===== src/rtl/rr_select_gen_pkg.sv =====
// rr_select_gen_pkg
// Shared types and constants for the round-robin select generator.
//   state_t            : arbiter FSM states (IDLE, GNT_A, GNT_B)
//   SIDE_A / SIDE_B    : requester identifiers, identical to the mux select encoding
//   DEFAULT_MAX_GRANT  : default maximum grant length while the other side waits
//   DEFAULT_CNT_W      : default grant counter width
package rr_select_gen_pkg;

  typedef enum logic [1:0] {
    IDLE  = 2'd0,
    GNT_A = 2'd1,
    GNT_B = 2'd2
  } state_t;

  // The side identifiers double as the select value driven to the mux.
  localparam logic SIDE_A = 1'b0;
  localparam logic SIDE_B = 1'b1;

  localparam int DEFAULT_MAX_GRANT = 4;
  localparam int DEFAULT_CNT_W     = 8;

endpackage


===== src/rtl/rr_select_gen_if.sv =====
// rr_select_gen_if
// Request/grant bundle between the two requesters and the select generator.
//   req_a, req_b       : requests for the shared mux path
//   select             : mux select (0 = input a, 1 = input b)
//   grant_a, grant_b   : ownership of the path, one-hot or both 0
//   busy               : grant_a | grant_b
//   switch_cnt         : direct A<->B transition count, only when
//                        RR_SELECT_GEN_STATS_EN is defined
// Modports: master = requester side, slave = arbiter side.
interface rr_select_gen_if;

  logic req_a;
  logic req_b;
  logic select;
  logic grant_a;
  logic grant_b;
  logic busy;
`ifdef RR_SELECT_GEN_STATS_EN
  logic [15:0] switch_cnt;
`endif

`ifdef RR_SELECT_GEN_STATS_EN
  modport master (output req_a, output req_b,
                  input select, input grant_a, input grant_b, input busy,
                  input switch_cnt);
  modport slave  (input req_a, input req_b,
                  output select, output grant_a, output grant_b, output busy,
                  output switch_cnt);
`else
  modport master (output req_a, output req_b,
                  input select, input grant_a, input grant_b, input busy);
  modport slave  (input req_a, input req_b,
                  output select, output grant_a, output grant_b, output busy);
`endif

endinterface


===== src/rtl/rr_select_gen_grant_timer.sv =====
// grant_timer
// Saturating grant-length counter for the round-robin select generator.
//   clk, rst_n : clock and asynchronous active-low reset (count clears to 0)
//   load       : start of a new grant, count becomes 1
//   inc        : grant continues, count increments and saturates at MAX_GRANT
//   at_max     : count has reached MAX_GRANT
module grant_timer #(
  parameter int MAX_GRANT = 4,
  parameter int CNT_W     = 8
) (
  input  logic clk,
  input  logic rst_n,
  input  logic load,
  input  logic inc,
  output logic at_max
);

  localparam logic [CNT_W-1:0] MAX_VAL = CNT_W'(MAX_GRANT);
  localparam logic [CNT_W-1:0] ONE     = CNT_W'(1);

  logic [CNT_W-1:0] count;

  // Load wins over increment so a new grant always starts counting at 1,
  // even on a direct handoff where the previous grant was still running.
  // Holding at MAX_VAL keeps at_max asserted for an unchallenged grant.
  always_ff @(posedge clk or negedge rst_n) begin
    if (!rst_n) begin
      count <= '0;
    end else if (load) begin
      count <= ONE;
    end else if (inc && (count != MAX_VAL)) begin
      count <= count + ONE;
    end
  end

  assign at_max = (count == MAX_VAL);

endmodule


===== src/rtl/rr_select_gen.sv =====
// rr_select_gen
// Registered round-robin select generator for a 2:1 mux. Grants one of two
// requesters at a time, holds select stable for the whole grant and preempts
// a grant after MAX_GRANT cycles when the other side is waiting.
//   clk, rst_n : clock and asynchronous active-low reset
//   bus        : rr_select_gen_if.slave (req_a/req_b in; select, grant_a,
//                grant_b, busy and optionally switch_cnt out)
// Optional feature: define RR_SELECT_GEN_STATS_EN to add the 16-bit wrapping
// switch_cnt output counting direct GNT_A<->GNT_B transitions.
module rr_select_gen
  import rr_select_gen_pkg::*;
#(
  parameter int MAX_GRANT = DEFAULT_MAX_GRANT,
  parameter int CNT_W     = DEFAULT_CNT_W
) (
  input  logic            clk,
  input  logic            rst_n,
  rr_select_gen_if.slave  bus
);

  state_t state;
  state_t next_state;
  logic   last;
  logic   at_max;
  logic   load;
  logic   inc;
  logic   select_q;
  logic   grant_a_q;
  logic   grant_b_q;
  logic   busy_q;

  grant_timer #(
    .MAX_GRANT (MAX_GRANT),
    .CNT_W     (CNT_W)
  ) u_timer (
    .clk    (clk),
    .rst_n  (rst_n),
    .load   (load),
    .inc    (inc),
    .at_max (at_max)
  );

  // Next-state logic. A tie from IDLE goes to the side that did not own the
  // path last. A running grant ends when its requester drops, or when it has
  // run MAX_GRANT cycles and the other side is waiting.
  always_comb begin
    next_state = state;
    load       = 1'b0;
    inc        = 1'b0;
    case (state)
      IDLE: begin
        if (bus.req_a && bus.req_b) begin
          next_state = (last == SIDE_A) ? GNT_B : GNT_A;
        end else if (bus.req_a) begin
          next_state = GNT_A;
        end else if (bus.req_b) begin
          next_state = GNT_B;
        end
      end
      GNT_A: begin
        if (!bus.req_a) begin
          next_state = bus.req_b ? GNT_B : IDLE;
        end else if (at_max && bus.req_b) begin
          next_state = GNT_B;
        end
      end
      GNT_B: begin
        if (!bus.req_b) begin
          next_state = bus.req_a ? GNT_A : IDLE;
        end else if (at_max && bus.req_a) begin
          next_state = GNT_A;
        end
      end
      default: next_state = IDLE;
    endcase
    // Entering a grant state restarts the timer; staying in one advances it.
    load = (next_state != IDLE) && (next_state != state);
    inc  = (next_state != IDLE) && (next_state == state);
  end

  // State, last owner and output registers all follow next_state on the same
  // edge, so select and the grants can never disagree. In IDLE, select and
  // last keep whatever side owned the path most recently.
  always_ff @(posedge clk or negedge rst_n) begin
    if (!rst_n) begin
      state     <= IDLE;
      last      <= SIDE_B;
      select_q  <= SIDE_A;
      grant_a_q <= 1'b0;
      grant_b_q <= 1'b0;
      busy_q    <= 1'b0;
    end else begin
      state     <= next_state;
      grant_a_q <= (next_state == GNT_A);
      grant_b_q <= (next_state == GNT_B);
      busy_q    <= (next_state != IDLE);
      if (next_state == GNT_A) begin
        last     <= SIDE_A;
        select_q <= SIDE_A;
      end else if (next_state == GNT_B) begin
        last     <= SIDE_B;
        select_q <= SIDE_B;
      end
    end
  end

  assign bus.select  = select_q;
  assign bus.grant_a = grant_a_q;
  assign bus.grant_b = grant_b_q;
  assign bus.busy    = busy_q;

`ifdef RR_SELECT_GEN_STATS_EN
  logic [15:0] switch_cnt_q;
  logic        is_switch;

  // Only direct owner changes count; a pass through IDLE is not a switch.
  assign is_switch = ((state == GNT_A) && (next_state == GNT_B)) ||
                     ((state == GNT_B) && (next_state == GNT_A));

  // Free-running statistics counter, wraps naturally at 16 bits.
  always_ff @(posedge clk or negedge rst_n) begin
    if (!rst_n) begin
      switch_cnt_q <= '0;
    end else if (is_switch) begin
      switch_cnt_q <= switch_cnt_q + 16'd1;
    end
  end

  assign bus.switch_cnt = switch_cnt_q;
`endif

endmodule


===== src/flat_wrapper.sv =====
// flat-port wrapper written by rule: the top's interface ports become plain ports
module rr_select_gen_flat import rr_select_gen_pkg::*;
#(
  parameter int MAX_GRANT = DEFAULT_MAX_GRANT,
  parameter int CNT_W     = DEFAULT_CNT_W
)
  (clk, rst_n, bus_req_a, bus_req_b, bus_select, bus_grant_a, bus_grant_b, bus_busy);
  rr_select_gen_if bus_i ();
  input  logic clk;
  input  logic rst_n;
  input wire logic [$bits(bus_i.req_a)-1:0] bus_req_a;
  input wire logic [$bits(bus_i.req_b)-1:0] bus_req_b;
  output wire logic [$bits(bus_i.select)-1:0] bus_select;
  output wire logic [$bits(bus_i.grant_a)-1:0] bus_grant_a;
  output wire logic [$bits(bus_i.grant_b)-1:0] bus_grant_b;
  output wire logic [$bits(bus_i.busy)-1:0] bus_busy;
  assign bus_i.req_a = bus_req_a;
  assign bus_i.req_b = bus_req_b;
  assign bus_select = bus_i.select;
  assign bus_grant_a = bus_i.grant_a;
  assign bus_grant_b = bus_i.grant_b;
  assign bus_busy = bus_i.busy;
  rr_select_gen #(.MAX_GRANT(MAX_GRANT), .CNT_W(CNT_W)) u_core (.clk(clk), .rst_n(rst_n), .bus(bus_i));
endmodule

===== config.mk =====
export PLATFORM = sky130hd
export DESIGN_NAME = rr_select_gen_flat
export DESIGN_NICKNAME = d
export VERILOG_FILES = /design/src/rtl/rr_select_gen_pkg.sv /design/src/rtl/rr_select_gen_if.sv /design/src/rtl/rr_select_gen_grant_timer.sv /design/src/rtl/rr_select_gen.sv /design/src/flat_wrapper.sv
export SDC_FILE = /design/constraint.sdc
export NUM_CORES = 1
export LEC_CHECK = 0
export BUFFER_PORTS_ARGS = -buffer_cell sky130_fd_sc_hd__buf_2
export CAP_MARGIN = 15
export CELL_PAD_IN_SITES_DETAIL_PLACEMENT = 0
export CELL_PAD_IN_SITES_GLOBAL_PLACEMENT = 2
export CORE_AREA = 5 5 53 59
export DETAILED_ROUTE_END_ITERATION = 8
export DIE_AREA = 0 0 58 64
export GPL_TIMING_DRIVEN = 0
export PLACE_DENSITY = 0.72
export SYNTH_ARGS = -nofsm -noshare
export SYNTH_HDL_FRONTEND = slang
export SYNTH_SLANG_ARGS = --single-unit

===== constraint.sdc =====
create_clock -name clk -period 3.62 [get_ports clk]
set_clock_uncertainty 0.05 [all_clocks]
set_input_delay 0.181 -clock clk [delete_from_list [all_inputs] [get_ports clk]]
set_output_delay 0.181 -clock clk [all_outputs]
set_load 0.005 [all_outputs]

==> results_dict.tcl <==
set metrics [dict create \
    hold_viol 0 \
    timing.rr.start "u_core.u_timer.count[7]" \
    coreArea_um2 2470 \
    power.total_mw 0.543 \
    critPathRequiredTime_ns 3.74 \
    comb_power_share_pct 35.7 \
    nets 106 \
    stdcell_area_um2 956 \
    htree_num_levels 1 \
    area_delta_synth_final_pct 13.5 \
    setup_slack_ns 0.737 \
    tightest_slew_ns 0.345 \
    yosys.area.top_type_share_pct 41.6 \
    status "finished, final reports clean" \
    critPathMaxStageDelay_ns 0.42 \
    min_period_ns 2.88 \
    post-place-ws_ns 0.716 \
    ys_types 33 \
    worst_path_most_repeated_cell "and3_1" \
    cts_repair_resize_count 0 \
    clockBufferDepth 2 \
    setup.worst_path.start "u_core.u_timer.count[7]" \
    yosysMostFrequentCell "dfrtp_1" \
    cts_setup_buffers 0 \
    synthTopCellsByArea "dfrtp_1 (42%), ha_1 (7.4%), nor2_1 (5.3%)" \
    worstPathArrival_ns 3.00 \
    num_vias 602 \
    period_share_pct 79.6 \
    dp.cells 122 \
    grt_overflow 0 \
    placed_cell_area_um2 916 \
    antenna_cells 0 \
    drtAntennaViolNets 0 \
    synth_seq_cells 15 \
    netlist_instances 84 \
    rsz0062_at_grt "no" \
    grt.total_usage_pct 9.38 \
    cp_cell_sequence "nor4b_2 -> and3_1 -> buf_6 -> mux2_4 -> o21ai_2 -> nand3_1 -> ha_1 -> and3b_1 -> and3_1 -> nand4_1 -> xor2_1 -> nor2_1" \
    yosysWarnings 0 \
    drv_cap 0 \
    grt_start_max_net_pins 16 \
    viasPerCell 4.74 \
    dieArea_um2 3710 \
    hold_start "bus_req_b" \
    hold_class "input pin to flop" \
    synth_top_cells_by_count "dfrtp_1 (14), nor2_1 (12), nand2_1 (7)" \
    ir_drop_v 0.000285 \
    tritoncts "done" \
    yosysSeqAreaShare_pct 44.7 \
    drc_errors 0 \
    intPower_mw 0.346 \
    cts_root_buf "clkbuf_4" \
    io_buffers 7 \
    routed_wl_um 1510 \
    cts_sinks 15 \
    grt_pass1_vias 608 \
    powerDensity_nw_per_um2 568 \
    grt_pass1_wl_um 2640 \
    crit_path_start_kind "flop" \
    antenna_found_initial 0 \
    setup_viol 0 \
    synthFlopType "dfrtp_1" \
    die_h_um 64 \
    leakage_nw 0.452 \
    synthArstFlopShare_pct 100 \
    synth-edff-count 0 \
    wl_per_cell_um 11.9 \
    fin_cells 127 \
    postCtsHoldBufs 1 \
    synthesis.nets 93 \
    end_kind "flop" \
    cp_max_fo 8 \
    clkPwrFrac_pct 18.7 \
    path_clk_slew_ns 0.10 \
    seq_power_share_pct 45.6 \
    fin_setup_tns_ns 0 \
    numCtsBuffers 3 \
    rows 19 \
    drive_above_1_share_pct 20.8 \
    cp_slowest_cell "dfrtp_1" \
    slew_viol_final 0 \
    drt_iter0_markers 6 \
    switchingPower_mw 0.197 \
    insertion_delay_ns 0.29 \
    syn_avg_cell_area_um2 10.0 \
    top_level_ports 8 \
    fmax_mhz 347 \
    p_sw_share_pct 36.3 \
    crit_type "flop to flop" \
    hpwl_um 1140 \
    synth_area_um2 842 \
    die_w_um 58 \
    initial_utilization_pct 34.1 \
    drt_first_pass_iters 3 \
    gp_congestion 0.723 \
    synth_area_leader_cell "dfrtp_1" \
    relSlewSlack_pct 77.0 \
]
[cells by family (layout without fill, tap and decap cells)]
kind of cell / Yosys count / in the layout / synth area share (%)
AND/OR/NAND/NOR: 38 / 38 / 24.8
adder cells (fa/ha/maj): 5 / 5 / 7.43
XOR/XNOR: 6 / 6 / 6.24
AO/OA/AOI/OAI: 10 / 10 / 9.21
buffers and inverters: 8 / 20 / 4.61
multiplexers: 2 / 2 / 2.97
flip-flops: 15 / 15 / 44.7
[per-layer routing]
| metal | wire length (um) | track usage (%) |
|---|---|---|
| met5 | 0 | 0 |
| met4 | 25 | 6.96 |
| met3 | 26 | 1.81 |
| met2 | 740 | 14.5 |
| met1 | 712 | 11.3 |
[final timing paths]
path / to / slack, ns / cells past startpoint
min in group asynchronous: u_core.u_timer.count[0] / 0.27 / 2
max in group asynchronous: u_core.last / 2.95 / 2
min reg2reg: u_core.bus.select / 0.48 / 2
max reg2reg: u_core.u_timer.count[7] / 0.74 / 12
min: u_core.state[1] / 0.17 / 2
max: u_core.u_timer.count[7] / 0.74 / 12
[worst max-delay path, delay by kind of cell, from the launching register on]
| kind | cells | cell delay, ns |
|---|---|---|
| simple gates | 7 | 1.27 |
| flops | 1 | 0.42 |
| fa+ha+maj | 1 | 0.31 |
| mux | 1 | 0.30 |
| compound gates | 1 | 0.14 |
| xor+xnor | 1 | 0.14 |
| buf+inv | 1 | 0.13 |
[final cells by class]
class | instances | area (um^2)
Sequential cell | 15 | 377
Clock buffer | 3 | 22.5
Inverter | 6 | 22.5
Timing Repair Buffer | 8 | 45.0
Clock inverter | 1 | 7.51
Fill cell | 257 | 1520
Tap cell | 31 | 38.8
Multi-Input combinational cell | 61 | 427
Buffer | 2 | 16.3
[stage by stage]
step / hold slack, ns / utilization, %
after floorplan: -0.165 / -
after global placement: 0.0509 / 37.0
after detailed placement: 0.0562 / 37.0
after CTS: 0.161 / 38.7
after global routing: 0.171 / 38.7
final: 0.174 / 38.7
[layout by cell type, fill, tap and decap left out, types with 2 or more instances in the layout]
master	netlist	layout
ha_1	5	5
and3_1	4	4
nand4_1	3	3
a21oi_1	2	2
clkbuf_4	0	3
nand2_1	7	7
nand3_1	3	3
xor2_1	4	4
buf_2	1	8
inv_1	6	6
xnor2_1	2	2
dfrtp_1	14	14
nor2_1	12	12
[power groups by stage]
stage	registers (mW)	clock network [mW]	logic (mW)
3_5_place_dp	0.251	0	0.198
5_1_grt	0.255	0.114	0.224
4_1_cts	0.248	0.108	0.199
2_1_floorplan	0.242	0	0.150
3_3_place_gp	0.252	0	0.198
6_report	0.248	0.101	0.194
[flip-flops by register name (all words and copies together) (netlist names)]
| register | cells |
|---|---|
| u_core.last | 1 |
| u_core.bus.busy | 1 |
| u_core.u_timer.count | 8 |
| u_core.state | 2 |
| u_core.bus.grant_b | 1 |
| u_core.bus.grant_a | 1 |
| u_core.bus.select | 1 |
(Power assumes the default switching activity.)
